## config.mk

```make
export PLATFORM = sky130hd
export DESIGN_NAME = mix_columns_engine
export DESIGN_NICKNAME = d
export VERILOG_FILES = /design/src/rtl/aes_pkg.sv /design/src/rtl/mix_column_word.sv /design/src/rtl/mix_columns_engine.sv
export SDC_FILE = /design/constraint.sdc
export NUM_CORES = 1
export LEC_CHECK = 0
export CELL_PAD_IN_SITES_DETAIL_PLACEMENT = 1
export CELL_PAD_IN_SITES_GLOBAL_PLACEMENT = 2
export CORE_ASPECT_RATIO = 0.6
export CORE_UTILIZATION = 30
export DETAILED_ROUTE_END_ITERATION = 16
export GPL_ROUTABILITY_DRIVEN = 1
export PLACE_DENSITY_LB_ADDON = 0.1
export RECOVER_POWER = 100
export SYNTH_ARGS = -nofsm -noshare
export SYNTH_HDL_FRONTEND = slang
export SYNTH_SLANG_ARGS = --single-unit
```

## constraint.sdc

```tcl
create_clock -name clk -period 2.4 [get_ports clk]
set_input_delay 0.48 -clock clk [delete_from_list [all_inputs] [get_ports clk]]
set_output_delay 0.48 -clock clk [all_outputs]
set_load 0.01 [all_outputs]
```

## src/rtl/aes_pkg.sv

```systemverilog
// Shared AES MixColumns types and GF(2^8) helpers, reduction polynomial 0x11b.
// All multiples are built from xtime and XOR so no multiplier is ever inferred.
package aes_pkg;

    typedef logic [7:0]    byte_t;
    typedef logic [31:0]   column_t;
    // Column 0 sits in the most significant 32 bits, matching the bus layout.
    typedef column_t [0:3] state_t;

    typedef enum logic {
        MC_FWD = 1'b0,
        MC_INV = 1'b1
    } mc_mode_e;

    localparam logic [1:0] ST_IDLE = 2'd0;
    localparam logic [1:0] ST_BUSY = 2'd1;
    localparam logic [1:0] ST_DONE = 2'd2;

    function automatic byte_t xtime(input byte_t b);
        return {b[6:0], 1'b0} ^ (b[7] ? 8'h1b : 8'h00);
    endfunction

    function automatic byte_t gf_mul2(input byte_t b);
        return xtime(b);
    endfunction

    function automatic byte_t gf_mul3(input byte_t b);
        return xtime(b) ^ b;
    endfunction

    function automatic byte_t gf_mul9(input byte_t b);
        return xtime(xtime(xtime(b))) ^ b;
    endfunction

    function automatic byte_t gf_mulb(input byte_t b);
        return xtime(xtime(xtime(b))) ^ xtime(b) ^ b;
    endfunction

    function automatic byte_t gf_muld(input byte_t b);
        return xtime(xtime(xtime(b))) ^ xtime(xtime(b)) ^ b;
    endfunction

    function automatic byte_t gf_mule(input byte_t b);
        return xtime(xtime(xtime(b))) ^ xtime(xtime(b)) ^ xtime(b);
    endfunction

endpackage

```

## src/rtl/mix_column_word.sv

```systemverilog
// Combinational MixColumns / InvMixColumns on one 32-bit column.
// The row-0 byte is the most significant byte of the column.
import aes_pkg::*;

module mix_column_word (
    input  column_t  col_i,
    input  mc_mode_e mode_i,
    output column_t  col_o
);

    byte_t a, b, c, d;

    assign {a, b, c, d} = col_i;

    always_comb begin
        if (mode_i == MC_FWD) begin
            col_o = {gf_mul2(a) ^ gf_mul3(b) ^ c ^ d,
                     a ^ gf_mul2(b) ^ gf_mul3(c) ^ d,
                     a ^ b ^ gf_mul2(c) ^ gf_mul3(d),
                     gf_mul3(a) ^ b ^ c ^ gf_mul2(d)};
        end else begin
            col_o = {gf_mule(a) ^ gf_mulb(b) ^ gf_muld(c) ^ gf_mul9(d),
                     gf_mul9(a) ^ gf_mule(b) ^ gf_mulb(c) ^ gf_muld(d),
                     gf_muld(a) ^ gf_mul9(b) ^ gf_mule(c) ^ gf_mulb(d),
                     gf_mulb(a) ^ gf_muld(b) ^ gf_mul9(c) ^ gf_mule(d)};
        end
    end

endmodule

```

## src/rtl/mix_columns_engine.sv

```systemverilog
// Handshaked AES MixColumns/InvMixColumns engine; COLS_PER_CYCLE columns per beat,
// transformed in place in the state register over 4/COLS_PER_CYCLE beats.
import aes_pkg::*;

module mix_columns_engine #(
    parameter int COLS_PER_CYCLE = 4
) (
    input  logic         clk,
    input  logic         rst_n,
    input  logic         IN_VALID,
    output logic         IN_READY,
    input  logic [127:0] IN_DATA,
    input  logic         MODE,
    output logic         OUT_VALID,
    input  logic         OUT_READY,
    output logic [127:0] OUT_DATA
);

    localparam int NBEATS = 4 / COLS_PER_CYCLE;
    localparam int SHIFT  = (COLS_PER_CYCLE == 1) ? 0 : ((COLS_PER_CYCLE == 2) ? 1 : 2);

    if (!(COLS_PER_CYCLE == 1 || COLS_PER_CYCLE == 2 || COLS_PER_CYCLE == 4)) begin : g_bad_cols
        $error("mix_columns_engine: COLS_PER_CYCLE must be 1, 2 or 4");
    end

    logic [1:0] fsm_q, fsm_d;
    logic [1:0] beat_q, beat_d;
    state_t     state_q, state_d, state_xf;
    mc_mode_e   mode_q, mode_d;
    logic       accept;
    logic       last_beat;

    column_t    mixed   [COLS_PER_CYCLE];
    logic [1:0] col_idx [COLS_PER_CYCLE];

    assign IN_READY  = (fsm_q == ST_IDLE) || ((fsm_q == ST_DONE) && OUT_READY);
    assign accept    = IN_VALID && IN_READY;
    assign last_beat = (beat_q == 2'(NBEATS - 1));
    assign OUT_VALID = (fsm_q == ST_DONE);
    assign OUT_DATA  = state_q;

    // Beat b owns the contiguous column group starting at b*COLS_PER_CYCLE.
    for (genvar k = 0; k < COLS_PER_CYCLE; k++) begin : g_col
        assign col_idx[k] = (beat_q << SHIFT) | 2'(k);

        mix_column_word u_mcw (
            .col_i  (state_q[col_idx[k]]),
            .mode_i (mode_q),
            .col_o  (mixed[k])
        );
    end

    always_comb begin
        state_xf = state_q;
        for (int k = 0; k < COLS_PER_CYCLE; k++) begin
            state_xf[col_idx[k]] = mixed[k];
        end
    end

    always_comb begin
        fsm_d   = fsm_q;
        beat_d  = beat_q;
        state_d = state_q;
        mode_d  = mode_q;
        case (fsm_q)
            ST_IDLE: ;
            ST_BUSY: begin
                state_d = state_xf;
                beat_d  = beat_q + 2'd1;
                if (last_beat) begin
                    fsm_d  = ST_DONE;
                    beat_d = 2'd0;
                end
            end
            ST_DONE: begin
                if (OUT_READY) begin
                    fsm_d = ST_IDLE;
                end
            end
            default: fsm_d = ST_IDLE;
        endcase
        // A new block may be taken from IDLE or on the same edge the result leaves DONE.
        if (accept) begin
            state_d = IN_DATA;
            mode_d  = mc_mode_e'(MODE);
            beat_d  = 2'd0;
            fsm_d   = ST_BUSY;
        end
    end

    always_ff @(posedge clk) begin
        if (!rst_n) begin
            fsm_q   <= ST_IDLE;
            beat_q  <= 2'd0;
            state_q <= '0;
            mode_q  <= MC_FWD;
        end else begin
            fsm_q   <= fsm_d;
            beat_q  <= beat_d;
            state_q <= state_d;
            mode_q  <= mode_d;
        end
    end

endmodule

```

# After elaboration in Yosys (flattened, before gate mapping)
# Cells that the tools add are included.
totals:
  word_cells: 342
  in_bits: 133
  output_inout_bits: 130
  regBits: 133
classes:
  mux: 59
  n_addsub: 1
  n_bitwise: 258
  reduce_logical: 9
  eq_ne: 7
ops:
  columns: ["cell", "n"]
  rows:
  - ["8-bit XOR", 252]
  - ["128-bit two-way mux", 2]
  - ["5-bit two-way mux", 48]
  - ["32-bit two-way mux", 4]
  - ["8-bit by 5-bit XOR with 8-bit output", 4]
  - ["2-bit two-way mux", 3]
  - ["2-bit case mux with 3 select lines", 1]
  - ["3-bit AND reduction", 2]
  - ["2-bit logical NOT", 2]
  - ["2-bit != test, second input constant", 2]
  - ["3-bit by 1-bit != test with 1-bit output, second input constant", 1]
  - ["3-bit != test, second input constant", 1]
  - ["2-bit by 1-bit adder with 2-bit output, second input constant", 1]
  - ["2-bit by 1-bit == test with 1-bit output, second input constant", 1]
  - ["2-bit == test, second input constant", 1]
  - ["1-bit logical AND", 2]
  - ["2-bit by 1-bit != test with 1-bit output, second input constant", 1]
  - ["1-bit NOT", 2]
  - ["2-bit nonzero test", 1]
  - ["2-bit OR reduction", 1]
  - ["1-bit logical OR", 1]
  - ["1-bit two-way mux", 1]

# Longest topological paths before layout
depth:
  word_depth: 14
  mapped_depth: 9
  mapped_depth_nobuf: 7

# Cells and area by module
# A second synthesis with hierarchy kept.
unflattened:
  hier_cells: 1910
  hier_area_um2: 17195.2
modules_own_cells:
  columns: ["module", "area_each_um2", "instances", "cells_each", "seq_area_each_um2"]
  rows:
  - ["mix_column_word at g_col[1].u_mcw ...", 2772.7, 3, 292, 0.0]
  - ["mix_columns_engine", 6233.5, 1, 759, 2662.6]
  - ["mix_column_word at g_col[0].u_mcw", 2643.8, 1, 275, 0.0]

# Worst setup path before layout
# Ideal clock, no wire load.
synth_timing:
  path_kind: "register to register"
  from: "register state_q (netlist bit OUT_DATA[85])"
  to: "register state_q (netlist bit OUT_DATA[83])"
  period_less_slack_ns: 2.492
  path_stages_with_launch: 8
  setup_slack_ns: -0.092
  required_time_ns: 2.278
  t_arrival_ns: 2.370
  n_path_buf: 1
  setup_time_ns: 0.122
  path_cell_list: "dfxtp_1 buf_4 xor3_2 xor2_2 xnor3_1 xnor2_1 and3_1 o311a_1"
synth_via:
  elab_chain_cells: 12
synth_rtl:
  columns: ["item", "line_no", "rtl"]
  rows:
  - ["start, declared", "mix_columns_engine.sv:28", "state_t state_q, state_d, state_xf;"]
  - ["start signal, assigned", "mix_columns_engine.sv:100", "state_q <= state_d;"]
  - ["8-bit XOR (2 in series)", "aes_pkg.sv:20", "return {b[6:0], 1'b0} ^ (b[7] ? 8'h1b : 8'h00);"]
  - ["5-bit two-way mux", "aes_pkg.sv:20", null]
  - ["8-bit XOR", "aes_pkg.sv:20", null]
  - ["8-bit XOR (2 in series)", "aes_pkg.sv:44", "return xtime(xtime(xtime(b))) ^ xtime(xtime(b)) ^ xtime(b);"]
  - ["8-bit XOR (3 in series)", "mix_column_word.sv:23", "gf_mul9(a) ^ gf_mule(b) ^ gf_mulb(c) ^ gf_muld(d),"]
  - ["32-bit two-way mux", "mix_column_word.sv:16", "if (mode_i == MC_FWD) begin"]
  - ["128-bit two-way mux", "mix_columns_engine.sv:65", "case (fsm_q)"]
  - ["128-bit two-way mux", "mix_columns_engine.sv:83", "if (accept) begin"]
# No other way between the ends. The select of a mux whose other input is x is not followed.
# A chain may end at the register's enable or synchronous reset.

# Worst setup path in the final report
layout_timing:
  from: "register state_q (netlist bit OUT_DATA[3])"
  to: "register state_q (netlist bit OUT_DATA[5])"
layout_via:
  elab_chain_cells: 8
layout_rtl:
  columns: ["item", "line_no", "rtl"]
  rows:
  - ["8-bit XOR (2 in series)", "aes_pkg.sv:20", null]
  - ["8-bit XOR (2 in series)", "aes_pkg.sv:44", null]
  - ["8-bit XOR", "mix_column_word.sv:25", "gf_mulb(a) ^ gf_muld(b) ^ gf_mul9(c) ^ gf_mule(d)};"]
  - ["32-bit two-way mux", "mix_column_word.sv:16", null]
  - ["128-bit two-way mux", "mix_columns_engine.sv:65", null]
  - ["128-bit two-way mux", "mix_columns_engine.sv:83", null]
# No other way between the ends. The select of a mux whose other input is x is not followed.

==> out/results.tsv <==
metric	value	unit
syn_area	0.0156	sq mm
hold_class	input pin to register	
grt_max_degree	54	
synthTopCellsByArea	xnor2_1, dfxtp_1, xnor3_1	
fin_util	43.5	%
synth_cell_types	62	
relSlewSlack	52.3	%
tightest_slew	0.712	ns
dp.cells	2865	
yosysSeqAreaShare	17.0	%
drc	0	
synth_flop_cell	dfxtp_1	
synth.avg_cell_area	8.89	sq um
cp_slowest_cell	xnor3_2	
endpoint_kind	register	
cts_sinks	133	
yosysWarningCount	0	
wl_met2	29.0	mm
netlist_instances	1759	
p_int	13.5	mW
worstPathCellList	xnor3_2, xnor2_4, xnor3_1, nor2_2, xnor2_2, xor2_1, a2111oi_2	
reg2reg_depth	7	
netlist_top_cells_count	xnor2_1, xor2_1, nand2_1	
synth_top_area_share	28.6	%
grt_pass1_vias	14800	
min_from	rst_n	
crit_fanout	3	
htreeDepth	4	
netSwitchingFraction	41.6	%
postSynth.asyncResetShare	0	%
drtIter0Drc	785	
cpLargestDelayFamily	XOR/XNOR gates	
dr_total_vias	14100	
cpPeakStageDelay	0.46	ns
yosysMostFrequentCell	xnor2_1	
routed_wirelength	67.6	mm
nets	2341	
synth_fa_ha_area_share	0.160	%
worst-setup-path-type	register to register	
synth-edff-count	0	
initial_core_util	30.5	%
critPathRequiredTime	2.76	ns
r2r_start	OUT_DATA[3]	
clockPowerShare	12.2	%
synthMuxAreaShare	1.10	%
drive_above_1_share	23.3	%
hpwl	53.6	mm
antenna_found_initial	1	
cts_buffers	17	
slew_viol_final	0	
routed_via_density	4.85	
syn_nets	1894	
place_congestion	0.907	
drtPass1Iterations	5	
port_buffers	262	
max_cap_viol_count	0	
synth-xor-area-share	55.7	%
rsz0062_at_grt	yes	
dieArea	0.0531	sq mm
fin_crit	2.40	ns
hold_path_end	OUT_DATA[69]	
hold_path_depth	3	
setup_ws	-0.00239	ns
ctsRootBufferMaster	clkbuf_16	
yosys.area_share.simple	9.19	%
vdd_drop_max	0.562	mV
synth_top_family_by_area	XOR/XNOR gates	
synth-compound-area-share	11.2	%
fin_cells	2911	
reg2reg_to	OUT_DATA[5]	
grt_pass1_wl	98.9	mm
die_x	297	um
gr-total-overflow	0	
areaGrowthSynthToFinish	42.7	%
ant_nets	0	
grt_usage	25.2	%
holdBufCountCts	0	
status	complete, but fails checks	
routedWlPerCell	23.2	um
path_buf_inv	0	
p_leak	9.15	nW
yosys.area.top_type	xnor2_1	
skew	0.0129	ns
top_layer	met4	
r2r_slack	-0.002	ns
routed-wl-met3	3.14	mm
cp_data_arrival_time	2.76	ns
cts_tree	yes	
core_area	0.0512	sq mm
violations	setup timing	
final-setup-viol-count	1	
combPwrFrac	75.1	%
switchingPower	9.63	mW
p_seq_share	12.7	%
final.period_utilization	100	%
clock_latency	0.47	ns
setup.worst_path.start_class	register	
io_pins	263	
fillers	5843	
cts_max_path_buffers	2	
yosys_register_bits	133	
path_clk_slew	0.07	ns
hold_viol	0	
met1_length	34.5	mm
fmax	416	MHz
rows	64	
chipHeight	179	um
powerDensity	1040	mW/mm^2
-- layer usage --
layer	vias to the layer above	track usage (%)
met5	-	0
met4	0	5.29
met1	7090	37.2
met2	336	38.5
li1	6644	-
met3	44	3.84
-- how the worst max path moves through the flow --
| stage | from | end | cells past startpoint |
|---|---|---|---|
| finish | OUT_DATA[3] | OUT_DATA[5] | 7 |
| global route | OUT_DATA[15] | OUT_DATA[5] | 8 |
| CTS | OUT_DATA[6] | OUT_DATA[28] | 7 |
| detailed placement | OUT_READY | OUT_DATA[55] | 9 |
| global placement | OUT_READY | OUT_DATA[55] | 9 |
| floorplan | OUT_DATA[61] | OUT_DATA[36] | 8 |
-- placed cells by master, fill, tap and decap left out, drive strengths merged, types with 3 or more instances in the layout --
cell type and count:
a2111oi 3, a211o 32, a211oi 27, a21oi 103, a22oi 12, a311oi 12
a31o 4, a31oi 7, and2 7, and3 22, buf 351, clkbuf 25
clkdlybuf4s50 258, clkinv 8, dfxtp 133, dlygate4sd3 3, inv 5, mux2i 16
nand2 169, nand2b 3, nand3 22, nor2 108, nor2b 3, nor3 4
o211ai 7, o21a 3, o21ai 15, o221ai 20, o22ai 3, o311a 3
xnor2 523, xnor3 84, xor2 182, xor3 21
-- worst register-to-register path, stage by stage (launching register included) --
cell and delay (ns):
dfxtp_4 0.36, xnor3_2 0.46, xnor2_4 0.26, xnor3_1 0.36, nor2_2 0.17, xnor2_2 0.09
xor2_1 0.19, a2111oi_2 0.39
-- final cells by class --
| class | instances | area (sq um) | area share [%] |
|---|---|---|---|
| clock inverter | 10 | 106 | 0.477 |
| inverter | 6 | 25.0 | 0.112 |
| multi-input combinational | 1431 | 12600 | 56.4 |
| timing repair buffer | 617 | 5540 | 24.8 |
| tap | 693 | 867 | 3.89 |
| clock buffer | 20 | 467 | 2.09 |
| sequential | 133 | 2720 | 12.2 |
| antenna | 1 | 2.50 | 0.0112 |
-- power groups by stage --
stage	Sequential (mW)	Clock [mW]	Combinational, mW
after floorplan	2.85	0	11.3
after global routing	2.99	2.97	18.5
after global placement	2.95	0	16.4
after detailed placement	2.96	0	16.5
after CTS	2.92	2.88	16.9
final	2.95	2.82	17.4
-- state kept, by name, summed over array words and instances, names as in the netlist --
name	cells
fsm_q	2
mode_q	1
OUT_DATA	128
beat_q	2
-- cell families (layout without fill, tap and decap cells) --
kind of cell	Yosys count	after routing
AO/OA/AOI/OAI	258	258
XOR/XNOR	810	810
adder cells (fa/ha/maj)	2	2
buffers and inverters	195	653
flip-flops	133	133
multiplexers	17	17
other	0	1
AND/OR/NAND/NOR	344	344
-- stage by stage --
stage | hold WS [ns] | instance area [sq um] | power, mW | TNS (ns) | worst slack, ns
final | 0.434 | 22300 | 23.2 | -0.00239 | -0.00239
after global routing | 0.452 | 22300 | 24.5 | -0.612 | -0.126
after CTS | 0.420 | 21900 | 22.7 | -0.0180 | -0.0180
after detailed placement | 0.473 | 21200 | 19.5 | -0.302 | -0.0975
after global placement | 0.443 | 21200 | 19.3 | -0.164 | -0.0641
after floorplan | 0.436 | 15700 | 14.1 | 0 | 0.00115
-- timing repair --
item	4_1_cts	5_1_grt
setup buffers	1	14
setup endpoints to repair	17	59
pin swaps	4	35
resized for setup	19	91
Note: power is estimated with default switching activity, not from simulation.
==> RTL edit 1 (same flow settings) <==
`COLS_PER_CYCLE`: 4 -> 2. Comments in the files are not updated.
--- a/src/rtl/mix_columns_engine.sv
+++ b/src/rtl/mix_columns_engine.sv
@@ -5,3 +5,3 @@
 module mix_columns_engine #(
-    parameter int COLS_PER_CYCLE = 4
+    parameter int COLS_PER_CYCLE = 2
 ) (
Behaviour: not the same (Yosys sat finds a counterexample within 4 cycles, from zero or initial values and one cycle with rst_n low).
==> RTL edit 1 against the unedited design <==
The flow still finishes with violations (setup timing). Area after synthesis is 0.54% lower. Critical path depth rose by 5. Worst setup slack got worse by 0.36 ns. Final area up 27%. Die area is 0.54% lower. Routed wire length grew 40%. Sequential cell count unchanged. Largest cell class unchanged.
Power is not compared: it rests on default switching activity, and its combinational part moved more than twofold at a synthesized area within 25%.
==> RTL edit 1: results (changes against the unedited design) <==
* Antenna cells at 0 (-1)
* Global-route wire length before repair at 124 mm (+26%)
* Detailed Place HPWL at 70.1 mm (+31%)
* Cell variety after synth at 61 (-1.6%)
* Sequential share of the synthesized area at 17.1% (+0.093 points)
* Top cells by count, synth: xnor2_1 (326), xor2_1 (234), dfxtp_1 (133)
* Arr. time, crit path at 3.12 ns (+0.36 ns)
* Leading post-synthesis cells by cell area: xnor2_1 (18%), dfxtp_1 (17%), xor2_1 (13%)
* Layout cell share with drive strength beyond 1 at 45.4% (+22 points)
* DP Worst Slack at -0.690 ns (-0.593 ns)
* Nets@finish at 2645 (+13%)
* FFs w/ async S/R, synth at 0% (unchanged)
* Final Skew at 0.0171 ns (+0.00426 ns)
* Post-route setup slack at -0.362 ns (-0.360 ns)
* Vias at 17100 (+21%)
* Final Setup Violations at 117 (+116)
* RR Endpoint: OUT_DATA[60]
* Failing checks: setup timing
* CP startpoint: beat_q[0]
* Syn nets at 1875 (-1.0%)
* WHS Path Cells at 2 (-1)
* Max Fanout on Critical Path at 7 (+4)
* Global placer's final weighted congestion at 0.984 (+8.5%)
* Worst reg2reg path depth at 12 (+5)
* Switching Share at between 40% and 50%
* Clk pwr at 3390 uW
* DRT iter0 DRCs at 1647 (+110%)
* Fill cell count at 5480 (-6.2%)
* GRT Util Overall at 33.9% (+8.6 points)
* TNS Setup at -23.78 ns (-23.78 ns)
* Largest net degree at the start of global routing at 65 (+20%)
* IR drop worst, VDD at 1080 uV
* Placed Area at 22900 um2 (+8.0%)
* Hold_ws at 0.388 ns (-0.0463 ns)
* DR vias/cell at 5.33 (+9.9%)
* Routed WL at 94.6 mm (+40%)
* Outcome: finished, violations left
* Initial antenna violation count at 2 (+1)
* Placed Cells at 3032 (+5.8%)
* Post-Synthesis Cells at 1742 (-0.97%)
* End of the critical path: OUT_DATA[60]
* Hold Path Sink: OUT_DATA[114]
* Slew HR at 50.1% (-2.2 points)
RTL edit 1: cells by family (layout without fill, tap and decap cells):
| logic type | after synthesis | count (layout) | synth area share [%] |
|---|---|---|---|
| AO/OA/AOI/OAI | 347 | 347 | 15.7 |
| buffers and inverters | 193 | 974 | 5.90 |
| flip-flops | 133 | 133 | 17.1 |
| XOR/XNOR | 628 | 628 | 41.1 |
| AND/OR/NAND/NOR | 276 | 276 | 7.85 |
| multiplexers | 165 | 165 | 12.4 |
RTL edit 1: routing by layer:
| metal | global-route usage (%) | vias to the layer above | routed length (um) |
|---|---|---|---|
| li1 | - | 7427 | - |
| met1 | 53.2 | 8794 | 46800 |
| met2 | 42.5 | 830 | 35800 |
| met3 | 12.6 | 84 | 10700 |
| met4 | 5.46 | 6 | 1120 |
| met5 | 0 | - | 139 |
RTL edit 1: layout make-up:
| class | instances | area [um2] | share of cell area [%] |
|---|---|---|---|
| clock inverters | 12 | 250 | 0.884 |
| well taps | 693 | 867 | 3.06 |
| inverters | 3 | 23.8 | 0.0840 |
| flip-flops and latches | 133 | 2730 | 9.66 |
| clock buffers | 18 | 429 | 1.52 |
| repair buffers | 940 | 9000 | 31.8 |
| multi-input cells | 1416 | 15000 | 52.9 |
| repair inverters | 1 | 16.3 | 0.0575 |
RTL edit 1: timing repair:
action,CTS,global route
resized for setup,333,367
setup buffers,74,101
cloned,4,2
pin swaps,99,184
setup endpoints to repair,128,130
RTL edit 1: worst max-delay path, cell delays in order, from the launching register on:
cell and delay, ns:
dfxtp_4 0.42, buf_6 0.14, clkinv_8 0.11, buf_12 0.17, buf_6 0.12, mux2i_4 0.31
xnor3_1 0.32, xnor2_2 0.16, xnor2_2 0.25, buf_4 0.18, xnor2_2 0.10, mux2i_2 0.11
a22o_1 0.24
==> RTL edit 2 (config.mk and constraints unchanged) <==
Made on the original files. Register the input `MODE` before use, cleared by the reset. The logic sees it one clock later. The other inputs are not delayed to match.
--- a/src/rtl/mix_columns_engine.sv
+++ b/src/rtl/mix_columns_engine.sv
@@ -20,2 +20,12 @@
     localparam int SHIFT  = (COLS_PER_CYCLE == 1) ? 0 : ((COLS_PER_CYCLE == 2) ? 1 : 2);
+
+    logic MODE_q;
+
+    always_ff @(posedge clk) begin
+        if (!rst_n) begin
+            MODE_q <= '0;
+        end else begin
+            MODE_q <= MODE;
+        end
+    end
 
@@ -84,3 +94,3 @@
             state_d = IN_DATA;
-            mode_d  = mc_mode_e'(MODE);
+            mode_d  = mc_mode_e'(MODE_q);
             beat_d  = 2'd0;
Behaviour: not the same (Yosys sat finds a counterexample within 4 cycles, from zero or initial values and one cycle with rst_n low).
==> RTL edit 2 against the unedited design <==
Final area shrank 6.0%. Worst setup slack better by 0.038 ns. Count of clock-buffer cells in the layout rose by 3. Power increased by 2.8%. Area after synthesis is 4.0% lower. Worst hold slack better by 0.0070 ns. Sequential power increased by 2%. Fmax up 1.6%. Sequential cell count grew 1. Routed wire length fell by 2.6%. Critical path depth increased by 2. Clock skew is 0.0067 ns higher. Final cell count decreased by 3.5%.
==> RTL edit 2: results (changes against the unedited design) <==
* WHS Path Cells at 2 (-1)
* Initial antenna violation count at 2 (+1)
* Ys flop type: dfxtp_1
* Placed Area at 20100 um2 (-4.8%)
* Fin cells at 2810 (-3.5%)
* Vias at 13700 (-2.8%)
* Sequential share of the synthesized area at 17.9% (+0.84 points)
* Outcome: finished clean
* Crit-path slowest cell: xor3_1
* # H-tree levels at 4 (unchanged)
* FFs w/ async S/R, synth at 0% (unchanged)
* Largest net degree at the start of global routing at 66 (+22%)
* Hold wc startpoint: MODE_q
* Leading post-synthesis cells by cell area: xnor2_1 (35%), dfxtp_1 (18%), xor2_1 (10%)
* Top cells by count, synth: xnor2_1 (593), xor2_1 (173), nand2_1 (157)
* IR drop worst, VDD at 514 uV (-8.6%)
* Final Skew at 0.0196 ns (+0.00669 ns)
* Global placer's final weighted congestion at 0.860 (-5.2%)
* FF-to-FF setup slack at 0.04 ns (+0.04 ns)
* Nets@finish at 2282 (-2.5%)
* DRT Pass-1 Iters at 5 (unchanged)
* RR Endpoint: OUT_DATA[86]
* Number of global-route vias before repair at 14600 (-1.4%)
* DP Worst Slack at -0.0674 ns (+0.0301 ns)
* CTS buffer count at 17 (unchanged)
* Max FFs per register at 128 (unchanged)
* Hold Path Class: flop to flop
* Clock slew at reported path FFs at 0.07 ns (about the same)
* Clk buf depth at 2 (unchanged)
* Max Fanout on Critical Path at 6 (+3)
* Latest clock arrival within the worst-skew pair at 0.46 ns
* Global-route wire length before repair at 97.0 mm (-1.9%)
* Hold Path Sink: mode_q
* DR WL/cell at 23.4 um (+0.94%)
* Cell variety after synth at 51 (-18%)
* Final min period at 2.36 ns (-0.0384 ns)
* Top delay family on crit path: XOR/XNOR gates
* Detailed Place HPWL at 51.6 mm (-3.8%)
* Setup crit end kind: flop
* Layout cell share with drive strength beyond 1 at 18.6% (-4.7 points)
* Root Buffer: clkbuf_16
* DRT iter0 DRCs at 804 (+2.4%)
* Peak per-stage delay on the critical path at 0.43 ns (-0.03 ns)
* Fill cell count at 5637 (-3.5%)
* Static leakage at 0.00822 uW (-10%)
* Syn avg cell area at 8.60 um2 (-3.3%)
* Ys Warns at 0 (unchanged)
* Worst Tran Pin Value at 1.21 ns (+0.495 ns)
* Switching Share at 43.4% (+1.8 points)
* GRT Util Overall at 25.6% (+0.37 points)
* CP startpoint: OUT_DATA[71]
* Syn nets at 1882 (-0.63%)
* Hold_ws at 0.441 ns (+0.00697 ns)
-- RTL edit 2: cell types whose count changed after synthesis, moves of 7 or more --
cell	delta
xnor2_1	+82
xnor3_1	-35
a211o_1	-29
nor2_1	-22
nand3_1	+12
o21ai_0	+12
o21ai_1	-12
buf_2	-11
nand2_1	-11
o22ai_1	+11
and3_1	-9
mux2i_1	+7
xor2_1	-7
-- RTL edit 2: kinds of logic after synthesis --
family	count (synthesis)	synth area share, %
mux	23	1.53
compound gates	250	11.0
simple gates	310	8.54
xor+xnor	839	55.6
buf+inv	189	5.31
flops	134	17.9
fa+ha+maj	2	0.167
-- RTL edit 2: cell type report --
type | count | area, um2 | share of cell area [%]
inverters | 7 | 26.3 | 0.125
repair buffers | 563 | 5040 | 24.0
well taps | 650 | 813 | 3.88
clock buffers | 23 | 489 | 2.33
clock inverters | 8 | 72.6 | 0.346
flip-flops and latches | 134 | 2700 | 12.9
diodes | 1 | 2.50 | 0.0119
multi-input cells | 1424 | 11800 | 56.4
-- RTL edit 2: layer usage --
layer / part of all wire (%) / global-route usage [%] / up-vias / wire, um
li1: - / - / 6486 / -
met1: 51 / 38.2 / 6882 / 33800
met2: 43 / 39.4 / 301 / 28600
met3: 4.0 / 3.05 / 45 / 2640
met4: 1.1 / 4.98 / 0 / 751
met5: 0 / 0 / - / 0
-- RTL edit 2: power by group through the flow --
stage               Clock, uW  Combinational [uW]  Sequential (uW)
detailed placement          0               17600             3030
finish                   2730               18100             3000
CTS                      2800               17800             2980
global route             2870               19300             3050
global placement            0               17400             3020
floorplan                   0               12000             2920
-- RTL edit 2: what timing repair did --
item	in CTS	in global routing
endpoints found under the setup margin	9	30
buffers inserted	2	3
pin swaps	3	9
cloned	0	0
gates resized for setup	8	47
